`src/rtl/draw_grid_background.sv`:
```
// draw_grid_background: paints the frame border, channel columns, horizontal division
// lines and an optional blinking column highlight behind the overlay stages. Timing
// and colour leave two pixel clocks after they arrive. Colour/selection updates are
// taken through a one-word valid/ready slot and only become active at a frame boundary.
module draw_grid_background #(
   parameter int          H_ACTIVE    = 1024,
   parameter int          V_ACTIVE    = 768,
   parameter int          CH_NUM      = 13,
   parameter int          DIV_SPACING = 64,
   parameter int          BLINK_LOG2  = 4,
   parameter logic [11:0] BG_RST      = 12'h888,
   parameter logic [11:0] GRID_RST    = 12'hfff,
   parameter logic [11:0] SEL_COLOR   = 12'h44f
) (
   input  logic        pclk,
   input  logic        rst,
   input  logic [11:0] vcount_in,
   input  logic        vsync_in,
   input  logic        vblnk_in,
   input  logic [11:0] hcount_in,
   input  logic        hsync_in,
   input  logic        hblnk_in,
   input  logic        cfg_valid,
   output logic        cfg_ready,
   input  logic [11:0] cfg_bg,
   input  logic [11:0] cfg_grid,
   input  logic [4:0]  cfg_sel_ch,
   input  logic        cfg_sel_en,
   output logic [11:0] vcount_out,
   output logic        vsync_out,
   output logic        vblnk_out,
   output logic [11:0] hcount_out,
   output logic        hsync_out,
   output logic        hblnk_out,
   output logic [11:0] rgb_out,
   output logic [7:0]  frame_cnt
);

   localparam int          CH_W     = H_ACTIVE / CH_NUM;
   // Index value used for pixels right of the last column (no column).
   localparam logic [5:0]  IDX_NONE = 6'(CH_NUM);
   localparam logic [11:0] OFF_LAST = 12'(CH_W - 1);
   localparam logic [11:0] ROW_LAST = 12'(DIV_SPACING - 1);
   localparam logic [11:0] V_LAST   = 12'(V_ACTIVE - 1);
   localparam logic [11:0] H_LAST   = 12'(H_ACTIVE - 1);

   // Column / row tracking (state for the previous pixel and the value for this one)
   logic [5:0]  col_idx_q, col_idx_c;
   logic [11:0] col_off_q, col_off_c;
   logic [11:0] row_q, row_c;

   // Stage 1 registers
   logic        blank_p1, top_p1, bot_p1, left_p1, right_p1, grid_p1;
   logic [5:0]  idx_p1;
   logic [11:0] vcount_p1, hcount_p1;
   logic        vsync_p1, vblnk_p1, hsync_p1, hblnk_p1;

   // Configuration: active copy and pending slot
   logic [11:0] bg_act, grid_act, bg_pend, grid_pend;
   logic [4:0]  sel_ch_act, sel_ch_pend;
   logic        sel_en_act, sel_en_pend;
   logic        vblnk_prev;
   logic        frame_edge;
   logic        sel_hit;

   assign frame_edge = vblnk_in & ~vblnk_prev;

   function automatic logic [11:0] pick_color(
      input logic        blank, top, bot, left, right, grid, hit,
      input logic [11:0] bg, grid_c
   );
      if (blank)      return 12'h000;
      else if (top)   return 12'hff0;
      else if (bot)   return 12'hf00;
      else if (left)  return 12'h0f0;
      else if (right) return 12'h00f;
      else if (grid)  return grid_c;
      else if (hit)   return SEL_COLOR;
      else            return bg;
   endfunction

   // Next column index/offset: restart at line start, step offset, roll into next column
   always_comb begin
      col_idx_c = col_idx_q;
      col_off_c = col_off_q + 12'd1;
      if (hcount_in == 12'd0) begin
         col_idx_c = 6'd0;
         col_off_c = 12'd0;
      end else if (col_idx_q == IDX_NONE) begin
         // past the last column: hold a non-zero offset so no further edges appear
         col_off_c = 12'd1;
      end else if (col_off_q == OFF_LAST) begin
         col_idx_c = col_idx_q + 6'd1;
         col_off_c = 12'd0;
      end
   end

   // Next row phase: zero on the first line, advance once per line start
   always_comb begin
      row_c = row_q;
      if (hcount_in == 12'd0) begin
         if (vcount_in == 12'd0)   row_c = 12'd0;
         else if (row_q == ROW_LAST) row_c = 12'd0;
         else                      row_c = row_q + 12'd1;
      end
   end

   // Highlight decision for the pixel held in stage 1
   always_comb begin
      sel_hit = sel_en_act && (idx_p1 < IDX_NONE) && (idx_p1 == {1'b0, sel_ch_act})
                && frame_cnt[BLINK_LOG2];
   end

   // Column/row tracking state follows the pixel stream
   always_ff @(posedge pclk) begin
      col_idx_q <= col_idx_c;
      col_off_q <= col_off_c;
      row_q     <= row_c;
   end

   // ---- stage 1: geometry flags, column index, timing ----
   always_ff @(posedge pclk) begin
      blank_p1  <= vblnk_in | hblnk_in;
      top_p1    <= (vcount_in == 12'd0);
      bot_p1    <= (vcount_in == V_LAST);
      left_p1   <= (hcount_in == 12'd0);
      right_p1  <= (hcount_in == H_LAST);
      grid_p1   <= ((col_off_c == 12'd0) && (col_idx_c != 6'd0)) || (row_c == 12'd0);
      idx_p1    <= col_idx_c;
      vcount_p1 <= vcount_in;
      vsync_p1  <= vsync_in;
      vblnk_p1  <= vblnk_in;
      hcount_p1 <= hcount_in;
      hsync_p1  <= hsync_in;
      hblnk_p1  <= hblnk_in;
   end

   // ---- stage 2: colour and delayed timing to the outputs ----
   always_ff @(posedge pclk or posedge rst) begin
      if (rst) begin
         vcount_out <= 12'd0;
         vsync_out  <= 1'b0;
         vblnk_out  <= 1'b0;
         hcount_out <= 12'd0;
         hsync_out  <= 1'b0;
         hblnk_out  <= 1'b0;
         rgb_out    <= 12'h000;
      end else begin
         vcount_out <= vcount_p1;
         vsync_out  <= vsync_p1;
         vblnk_out  <= vblnk_p1;
         hcount_out <= hcount_p1;
         hsync_out  <= hsync_p1;
         hblnk_out  <= hblnk_p1;
         rgb_out    <= pick_color(blank_p1, top_p1, bot_p1, left_p1, right_p1, grid_p1,
                                  sel_hit, bg_act, grid_act);
      end
   end

   // Pending slot contents: captured on an accepted transfer
   always_ff @(posedge pclk) begin
      if (cfg_valid && cfg_ready) begin
         bg_pend     <= cfg_bg;
         grid_pend   <= cfg_grid;
         sel_ch_pend <= cfg_sel_ch;
         sel_en_pend <= cfg_sel_en;
      end
   end

   // Frame counter, handshake and frame-boundary config swap
   always_ff @(posedge pclk or posedge rst) begin
      if (rst) begin
         vblnk_prev <= 1'b0;
         frame_cnt  <= 8'd0;
         cfg_ready  <= 1'b1;
         bg_act     <= BG_RST;
         grid_act   <= GRID_RST;
         sel_ch_act <= 5'd0;
         sel_en_act <= 1'b0;
      end else begin
         vblnk_prev <= vblnk_in;
         if (frame_edge) frame_cnt <= frame_cnt + 8'd1;
         // a word accepted on the boundary cycle itself is only in the slot afterwards,
         // so it naturally waits for the following boundary
         if (frame_edge && !cfg_ready) begin
            bg_act     <= bg_pend;
            grid_act   <= grid_pend;
            sel_ch_act <= sel_ch_pend;
            sel_en_act <= sel_en_pend;
            cfg_ready  <= 1'b1;
         end else if (cfg_valid && cfg_ready) begin
            cfg_ready  <= 1'b0;
         end
      end
   end

endmodule

```
`config.mk`:
```
export PLATFORM = sky130hd
export DESIGN_NAME = draw_grid_background
export DESIGN_NICKNAME = d
export VERILOG_FILES = /design/src/rtl/draw_grid_background.sv
export SDC_FILE = /design/constraint.sdc
export NUM_CORES = 1
export LEC_CHECK = 0
export CAP_MARGIN = 20
export CORE_MARGIN = 2
export CORE_UTILIZATION = 55
export DETAILED_ROUTE_END_ITERATION = 6
export DONT_BUFFER_PORTS = 1
export PLACE_DENSITY = 0.71
export RECOVER_POWER = 50
export SLEW_MARGIN = 20
export SYNTH_ARGS = -nofsm -noshare
export SYNTH_HDL_FRONTEND = slang
export SYNTH_SLANG_ARGS = --single-unit
```
`constraint.sdc`:
```
create_clock -name pclk -period 2.55 [get_ports pclk]
set_input_delay 0.255 -clock pclk [delete_from_list [all_inputs] [get_ports pclk]]
set_output_delay 0.255 -clock pclk [all_outputs]
set_load 0.02 [all_outputs]
```
# Word level (Yosys, flattened, before mapping)
# Index checks and enable logic that the tools add are counted.
[word_totals] regBits=174 input_bits=61 elab_cells=79
[op_classes] magnitude_cmp=1 n_mux=18 add_sub_neg=4 n_reduce_logical=14 bitwise=3 n_eq_ne=6
[op_table] op="two-way mux 12 bit" n=13
[op_table] op="zero test 12 bit" n=4
[op_table] op="adder 12 x 1 -> 12 bit, second input constant" n=2
[op_table] op="equality test 12 x 10 -> 1 bit, second input constant" n=2
[op_table] op="two-way mux 6 bit" n=3
[op_table] op="equality test 12 x 6 -> 1 bit, second input constant" n=1
[op_table] op="equality test 12 x 7 -> 1 bit, second input constant" n=1
[op_table] op="adder 8 x 1 -> 8 bit, second input constant" n=1
[op_table] op="adder 6 x 1 -> 6 bit, second input constant" n=1
[op_table] op="equality test 6 x 4 -> 1 bit, second input constant" n=1
[op_table] op="equality test 6 x 5 -> 1 bit" n=1
[op_table] op="logical AND 1 bit" n=6
[op_table] op="< comparator 6 x 4 -> 1 bit, second input constant" n=1
[op_table] op="nonzero test 6 bit" n=1
[op_table] op="two-way mux 1 bit" n=2
[op_table] op="nonzero test 2 bit" n=1
[op_table] op="bitwise AND 1 bit" n=1
[op_table] op="zero test 1 bit" n=1
[op_table] op="logical OR 1 bit" n=1
[op_table] op="NOT 1 bit" n=1
[op_table] op="bitwise OR 1 bit" n=1

# Logic depth before layout (Yosys ltp)
# Gate-level depths: netlist of the first run.
[logic_depth] ltp_word=11 ltp_mapped=9 mapped_depth_nobuf=9

# Worst setup path before layout of the first run
# Ideal clock, no wire load.
[synth_path] path_type="register to register" startpoint="reg row_q[0]" endpoint="reg grid_p1" synth_period_minus_slack_ps=2053 t_arrival_ps=1982 setup_ps=70 setup_slack_ps=497 path_stages_with_launch=10 required_ps=2480 path_buffers=1 cell_sequence="dfxtp_1 > ha_1 > and3_1 > buf_6 > nand4_4 > nand3_4 > o22ai_1 > or3_1 > nor4_1 > o2bb2ai_1"
[synth_between] elab_chain_cells=6 word_cells_on_any_way=7
[synth_rtl] element="from (decl)" line_no="50" rtl="logic [11:0] row_q, row_c;"
[synth_rtl] element="from (signal assigned)" line_no="118" rtl="row_q <= row_c;"
[synth_rtl] element="adder 12 x 1 -> 12 bit or equality test 12 x 6 -> 1 bit (tied branches)" line_no="104, 103"
[synth_rtl] element="two-way mux 12 bit *" line_no="103" rtl="else if (row_q == ROW_LAST) row_c = 12'd0;"
[synth_rtl] element="two-way mux 12 bit *" line_no="102" rtl="if (vcount_in == 12'd0) row_c = 12'd0;"
[synth_rtl] element="two-way mux 12 bit *" line_no="101" rtl="if (hcount_in == 12'd0) begin"
[synth_rtl] element="via row_c[6]" line_no="50"
[synth_rtl] element="zero test 12 bit *" line_no="128" rtl="grid_p1 <= ((col_off_c == 12'd0) && (col_idx_c != 6'd0)) || (row_c == 12'd0);"
[synth_rtl] element="logical OR 1 bit *" line_no="128"
[synth_rtl] element="to (signal assigned)" line_no="128"
[synth_rtl] element="to (decl)" line_no="53" rtl="logic blank_p1, top_p1, bot_p1, left_p1, right_p1, grid_p1;"
# The timed path passes the listed nets; every way through them passes the cells marked *.
# A chain may end at the register's enable or synchronous reset.

# Final worst setup path of the first run
[layout_path] startpoint="reg row_q[1]" endpoint="reg grid_p1"
# The elaborated chain is that of the path after synthesis.

==> metrics.txt, run 1 <==
largest net degree at the start of global routing=39; fin util=0.682; status=finished, violations left; internal power=between 5 and 6 mW; sw frac=0.263; PD cells=899 nW/um^2; initial antenna violation count=0; failing checks=capacitance limit, slew limit; # DRC=0; Initial Util=0.561; Tcrit/Tclk final=0.918; via/cell ratio=5.74; chip width=~110 um; Slew @ Worst Pin=1.58 ns; critical path cell sequence=ha_1 > and3_2 > nand4_4 > nand3_4 > o22ai_1 > or3_1 > nor4_1 > o2bb2ai_1; Setup Buffers After CTS=0; CP peak stage delay=0.40 ns; Fill cells=780; Crit path arrival time=between 2 and 3 ns; # clock sinks=approximately 170; Top FF cell, synth=dfxtp_1; TritonCTS clock tree=done; total track usage=0.217; GRT overflow=0; number of global-route vias before repair=4262; Routed WL=13000 um; Slew HR=-0.0558; Antenna Nets Post-Route=0; Area contributors post-synth=dfrtp_1 25%, dfxtp_1 20%, edfxtp_1 14%, dfstp_2 6.6%, mux2_2 5.5%; Hold Vio Cnt, Final=0; switching power=1.83 mW; Syn Nets=564; post-layout min period=2.34 ns; max-cap violations=1; Seq/Total Area, Yosys=0.659; core area=11400 um^2; row count=39; fin nets=637; EDFF count, synth=30; first-pass GRT wire length=21300 um; Critical-path top delay cell=dfxtp_1; Setup Skew=0.00693 ns; max-slew violation count=39; Starting DRT DRC Count=between 200 and 300; Reg clk slew, reported paths=roughly 0.07 ns; clock latency on the worst-skew pair=0.42 ns; Yosys reg bits=174; Pre-Repair DR Iteration Count=7; Synth Warn #=0; Post-synth top cells=64 x dfrtp_1, 64 x dfxtp_1, 35 x nor2_1; Yosys top cell by area=dfrtp_1; layout cell share with drive strength beyond 1=0.186; Synth top area share=0.251; CTS root buffer=clkbuf_16; crit-path max FO=8; CTS H-tree lvls=4; CP Data Required Time=between 2 and 3 ns; Diodes inserted=0; DR vias=approximately 4200; clk buf depth=2; synth unique cells=62; setup TNS=0 ns; Num CTS Buffers=17; DR WL/cell=17.9 um; DIE HEIGHT=112 um; Final GP Congestion=roughly 0.86; Setup crit end kind=flip-flop; Buffers on Ports=0; Reg power frac=0.514; die area=12500 um^2; fmax=427 MHz; leak pwr=3.11 nW; unrepaired setup endpoints after global routing=no; Layout area overhead=21.6%; # setup viols final=0; dpl hpwl=just over 8000 um; clock share of power=0.382; Gate power share=0.104; ys async rst share=0.460; Hold Crit Class=in2reg; IO Pins=110; syn_area_per_cell=12.9 um^2; Crit Path Class=reg2reg; Cell Area, Synth=6380 um^2; Critical Path Source Type=flip-flop; maximum vdd ir drop=approximately 0.00076 V; Cells after Synth=496
-- sequential cells by signal, indices dropped and copies added, names as in the netlist, 5 cells and up --
register,count
hcount_out,12
grid_pend,12
hcount_p1,12
bg_pend,12
col_off_q,12
sel_ch_pend,5
rgb_out,12
vcount_p1,12
frame_cnt,8
row_q,12
bg_act,12
grid_act,12
idx_p1,6
vcount_out,12
sel_ch_act,5
-- cell usage in the layout (no fill, tap or decap), types with 5 or more instances in the layout --
cell type and count:
clkbuf_16 17, dfxtp_1 63, xor2_1 14, xnor2_1 9, and3_1 5, mux2_2 31
dfrtp_1 64, nor2_1 35, o21ai_0 13, nand3_1 18, dfstp_2 16, dlygate4sd3_1 60
nor3_1 13, buf_4 7, ha_1 7, inv_1 17, a21oi_1 18, edfxtp_1 30
or3_1 7, nand2_1 28, nand4_1 15
-- cell type report --
| type | instances | area, um^2 | area share |
|---|---|---|---|
| sequential | 174 | 4210 | 0.542 |
| clock buffer | 18 | 429 | 0.0553 |
| tap | 143 | 179 | 0.0231 |
| timing repair buffer | 68 | 657 | 0.0847 |
| inverter | 18 | 68.8 | 0.00887 |
| multi-input combinational | 290 | 2040 | 0.263 |
| clock inverter | 14 | 181 | 0.0234 |
-- stage by stage --
step | instance area (um^2) | cells | hold slack [ns] | total power, mW | setup WS [ns]
after floorplan | 6380 | 496 | 0.283 | 4.10 | 0.270
after global placement | 6550 | 633 | 0.227 | 4.23 | 0.250
after detailed placement | 6550 | 633 | 0.232 | 4.27 | 0.161
after CTS | 7760 | 725 | 0.00793 | 6.98 | 0.126
after global routing | 7760 | 725 | 0.0235 | 7.24 | 0.0362
final | 7760 | 725 | 0.0359 | 6.97 | 0.210
-- power groups by stage --
stage	clock, mW	sequential (mW)	combinational, mW
after floorplan	0	3.53	0.568
after global placement	0	3.62	0.614
after detailed placement	0	3.63	0.637
after CTS	2.68	3.58	0.726
after global routing	2.80	3.63	0.820
final	2.66	3.58	0.724
-- logic make-up (layout without fill, tap and decap cells) --
| logic type | Yosys count | count (layout) | share of synthesized area |
|---|---|---|---|
| AOI/OAI and AO/OA | 70 | 70 | 0.0757 |
| xor gates and xnor gates | 23 | 23 | 0.0316 |
| adders and majority gates | 7 | 7 | 0.0137 |
| DFF | 174 | 174 | 0.659 |
| muxes | 33 | 33 | 0.0586 |
| buffers and inverters | 32 | 118 | 0.0225 |
| and+or+nand+nor | 157 | 157 | 0.139 |
-- per-layer routing --
layer | routed length [um] | track usage | vias up
met5 | 0 | 0 | -
met2 | 6690 | 0.372 | 124
li1 | - | - | 1927
met4 | 325 | 0.0955 | 0
met1 | 5380 | 0.257 | 2077
met3 | 606 | 0.0610 | 37
-- worst max-delay path: cells and delay by family, from the launching register on --
| kind | cells | cell delay, ns |
|---|---|---|
| adder cells (fa/ha/maj) | 1 | 0.25 |
| AO/OA/AOI/OAI | 2 | 0.28 |
| AND/OR/NAND/NOR | 5 | 1.35 |
| flip-flops | 1 | 0.40 |
-- repair_timing --
action / 4_1_cts / 5_1_grt
endpoints found under the hold margin: 91 / 0
setup endpoints to repair: 0 / 1
hold buffers: 60 / 0
resized for setup: 0 / 2
-- worst paths after layout --
check | slack, ns | from | endpoint | cells after the start
max | 0.21 | row_q[1] | grid_p1 | 8
min | 0.04 | hcount_in[11] | right_p1 | 2
max reg2reg | 0.21 | row_q[1] | grid_p1 | 8
min reg2reg | 0.33 | hcount_p1[0] | hcount_out[0] | 0
max in group asynchronous | 0.88 | rst | grid_act[1] | 3
min in group asynchronous | 0.67 | rst | frame_cnt[5] | 2
Note: power is estimated with default switching activity, not from simulation.
==> inputs of run 2 (changes only) <==
Settings changed: CORE_MARGIN 2 to 1.
==> run 2 against run 1 <==
Effect of this change: the run still ends with capacitance limit, slew limit left; critical path depth did not move; register-to-register slack got worse by 0.02 ns; via count fell by 3.4%; sequential share of layout area rose by 0.18 points; combinational power fell by 0.6%; global-route usage rose by 0.70 points; non-clock buffer count fell by 1; clock-buffer cell count rose by 1.
==> metrics.txt, run 2 (synthesized netlist as in run 1, its figures left out) <==
initial antenna violation count=0; clk buf depth=2; Antenna Nets Post-Route=0; # setup viols final=0; crit-path max FO=8; Slew @ Worst Pin=1.66 ns; chip width=110 um; Crit path arrival time=approximately 2.7 ns; largest net degree at the start of global routing=40; dpl cells=around 630; Critical Path Source Type=flip-flop; Reg clk slew, reported paths=0.06 ns; most frequent cells in the layout=64 x dfrtp_1, 64 x dfxtp_1, 60 x dlygate4sd3_1; highest routed layer=met4; Setup crit end kind=flip-flop; Critical-path top delay cell=dfxtp_1; fin nets=636; DIE HEIGHT=110 um; Setup Skew=roughly 0.0068 ns; row count=38; leak pwr=a little over 3 nW; via/cell ratio=5.58; critical path cell sequence=ha_1 > and3_2 > nand4_4 > nand3_4 > o22ai_1 > or3_1 > nor4_1 > o2bb2ai_1; Routed WL=12500 um; setup TNS=0 ns; IO Pins=110; unrepaired setup endpoints after global routing=no; post-layout min period=2.36 ns; Tcrit/Tclk final=0.924; Final GP Congestion=0.859; # DRC=0; fmax=424 MHz; Diodes inserted=0; Pre-Repair DR Iteration Count=4; layout cell share with drive strength beyond 1=0.177; CP peak stage delay=~0.43 ns; total track usage=0.224; Layout area overhead=21.1%; # clock sinks=~170; Buffers on Ports=0; TritonCTS clock tree=done; CP Data Required Time=2.90 ns; Buffers & Inverters on Critical Path=0; Fill cells=738; Initial Util=0.576; max-slew violation count=40; Hold Crit Class=in2reg; maximum vdd ir drop=0.000911 V; CP top delay family=simple AND/OR/NAND/NOR gates; DR WL/cell=17.3 um; CTS H-tree lvls=4; first-pass GRT wire length=19900 um; CTS root buffer=clkbuf_16; M1 wire length=roughly 5200 um; core area=11100 um^2; clock latency on the worst-skew pair=0.43 ns; number of global-route vias before repair=4073; Starting DRT DRC Count=212; Hold Vio Cnt, Final=0; failing checks=capacitance limit, slew limit; Slew HR=-0.114; met3 WL=621 um; WHS=0.0298 ns; Num CTS Buffers=17; DR vias=4023; routed wl met2=between 6000 and 7000 um; max-cap violations=1; die area=around 12000 um^2; Crit Path Class=reg2reg; Setup Buffers After CTS=0; Post-Layout Cell Count=721; GRT overflow=0; PD cells=between 800 and 900 nW/um^2; dpl hpwl=between 7000 and 8000 um; status=finished, violations left
-- run 2: changes by cell type in the layout (fill, tap and decap cells not counted), sizes merged --
cell	previous run	this run
inv	22	21
clkinvlp	4	3
clkbuf	19	20
buf	7	6
clkinv	3	4
-- run 2: cell type report --
type	instances	area (um^2)	area share
Inverter	18	68.8	0.00890
Timing Repair Buffer	67	649	0.0840
Clock buffer	19	433	0.0560
Multi-Input combinational cell	290	2040	0.264
Tap cell	140	175	0.0227
Clock inverter	13	163	0.0210
Sequential cell	174	4200	0.544
-- run 2: final timing paths --
path,start,endpoint,slack [ns],cells after the start
min in group asynchronous,rst,frame_cnt[2],0.69,2
min,hcount_in[1],right_p1,0.03,2
min reg2reg,hcount_p1[9],hcount_out[9],0.32,0
max reg2reg,row_q[0],grid_p1,0.19,8
max,row_q[0],grid_p1,0.19,8
max in group asynchronous,rst,vcount_out[5],0.84,3
-- run 2: what timing repair did --
action | in CTS | in global routing
hold buffers | 60 | 0
endpoints found under the hold margin | 89 | 0
gates resized for setup | 0 | 1
setup endpoints to repair | 0 | 1
-- run 2: report_power, final --
part	switching (mW)	internal, mW
logic	0.326	0.394
clock network	1.05	1.55
registers	0.399	3.18
-- run 2: metrics by stage --
stage	area [um^2]	utilization	setup slack, ns	power (mW)
2_1_floorplan	6380	-	0.270	4.10
3_3_place_gp	6540	0.590	0.259	4.24
3_5_place_dp	6540	0.590	0.140	4.27
4_1_cts	7730	0.698	0.118	6.94
5_1_grt	7730	0.698	0.0126	7.20
6_report	7730	0.698	0.193	6.90
-- run 2: per-layer routing --
metal  GRT usage  up-vias
met5           0        -
met4      0.0924        0
met3      0.0682       27
met2       0.385      107
met1       0.262     1961
li1            -     1928
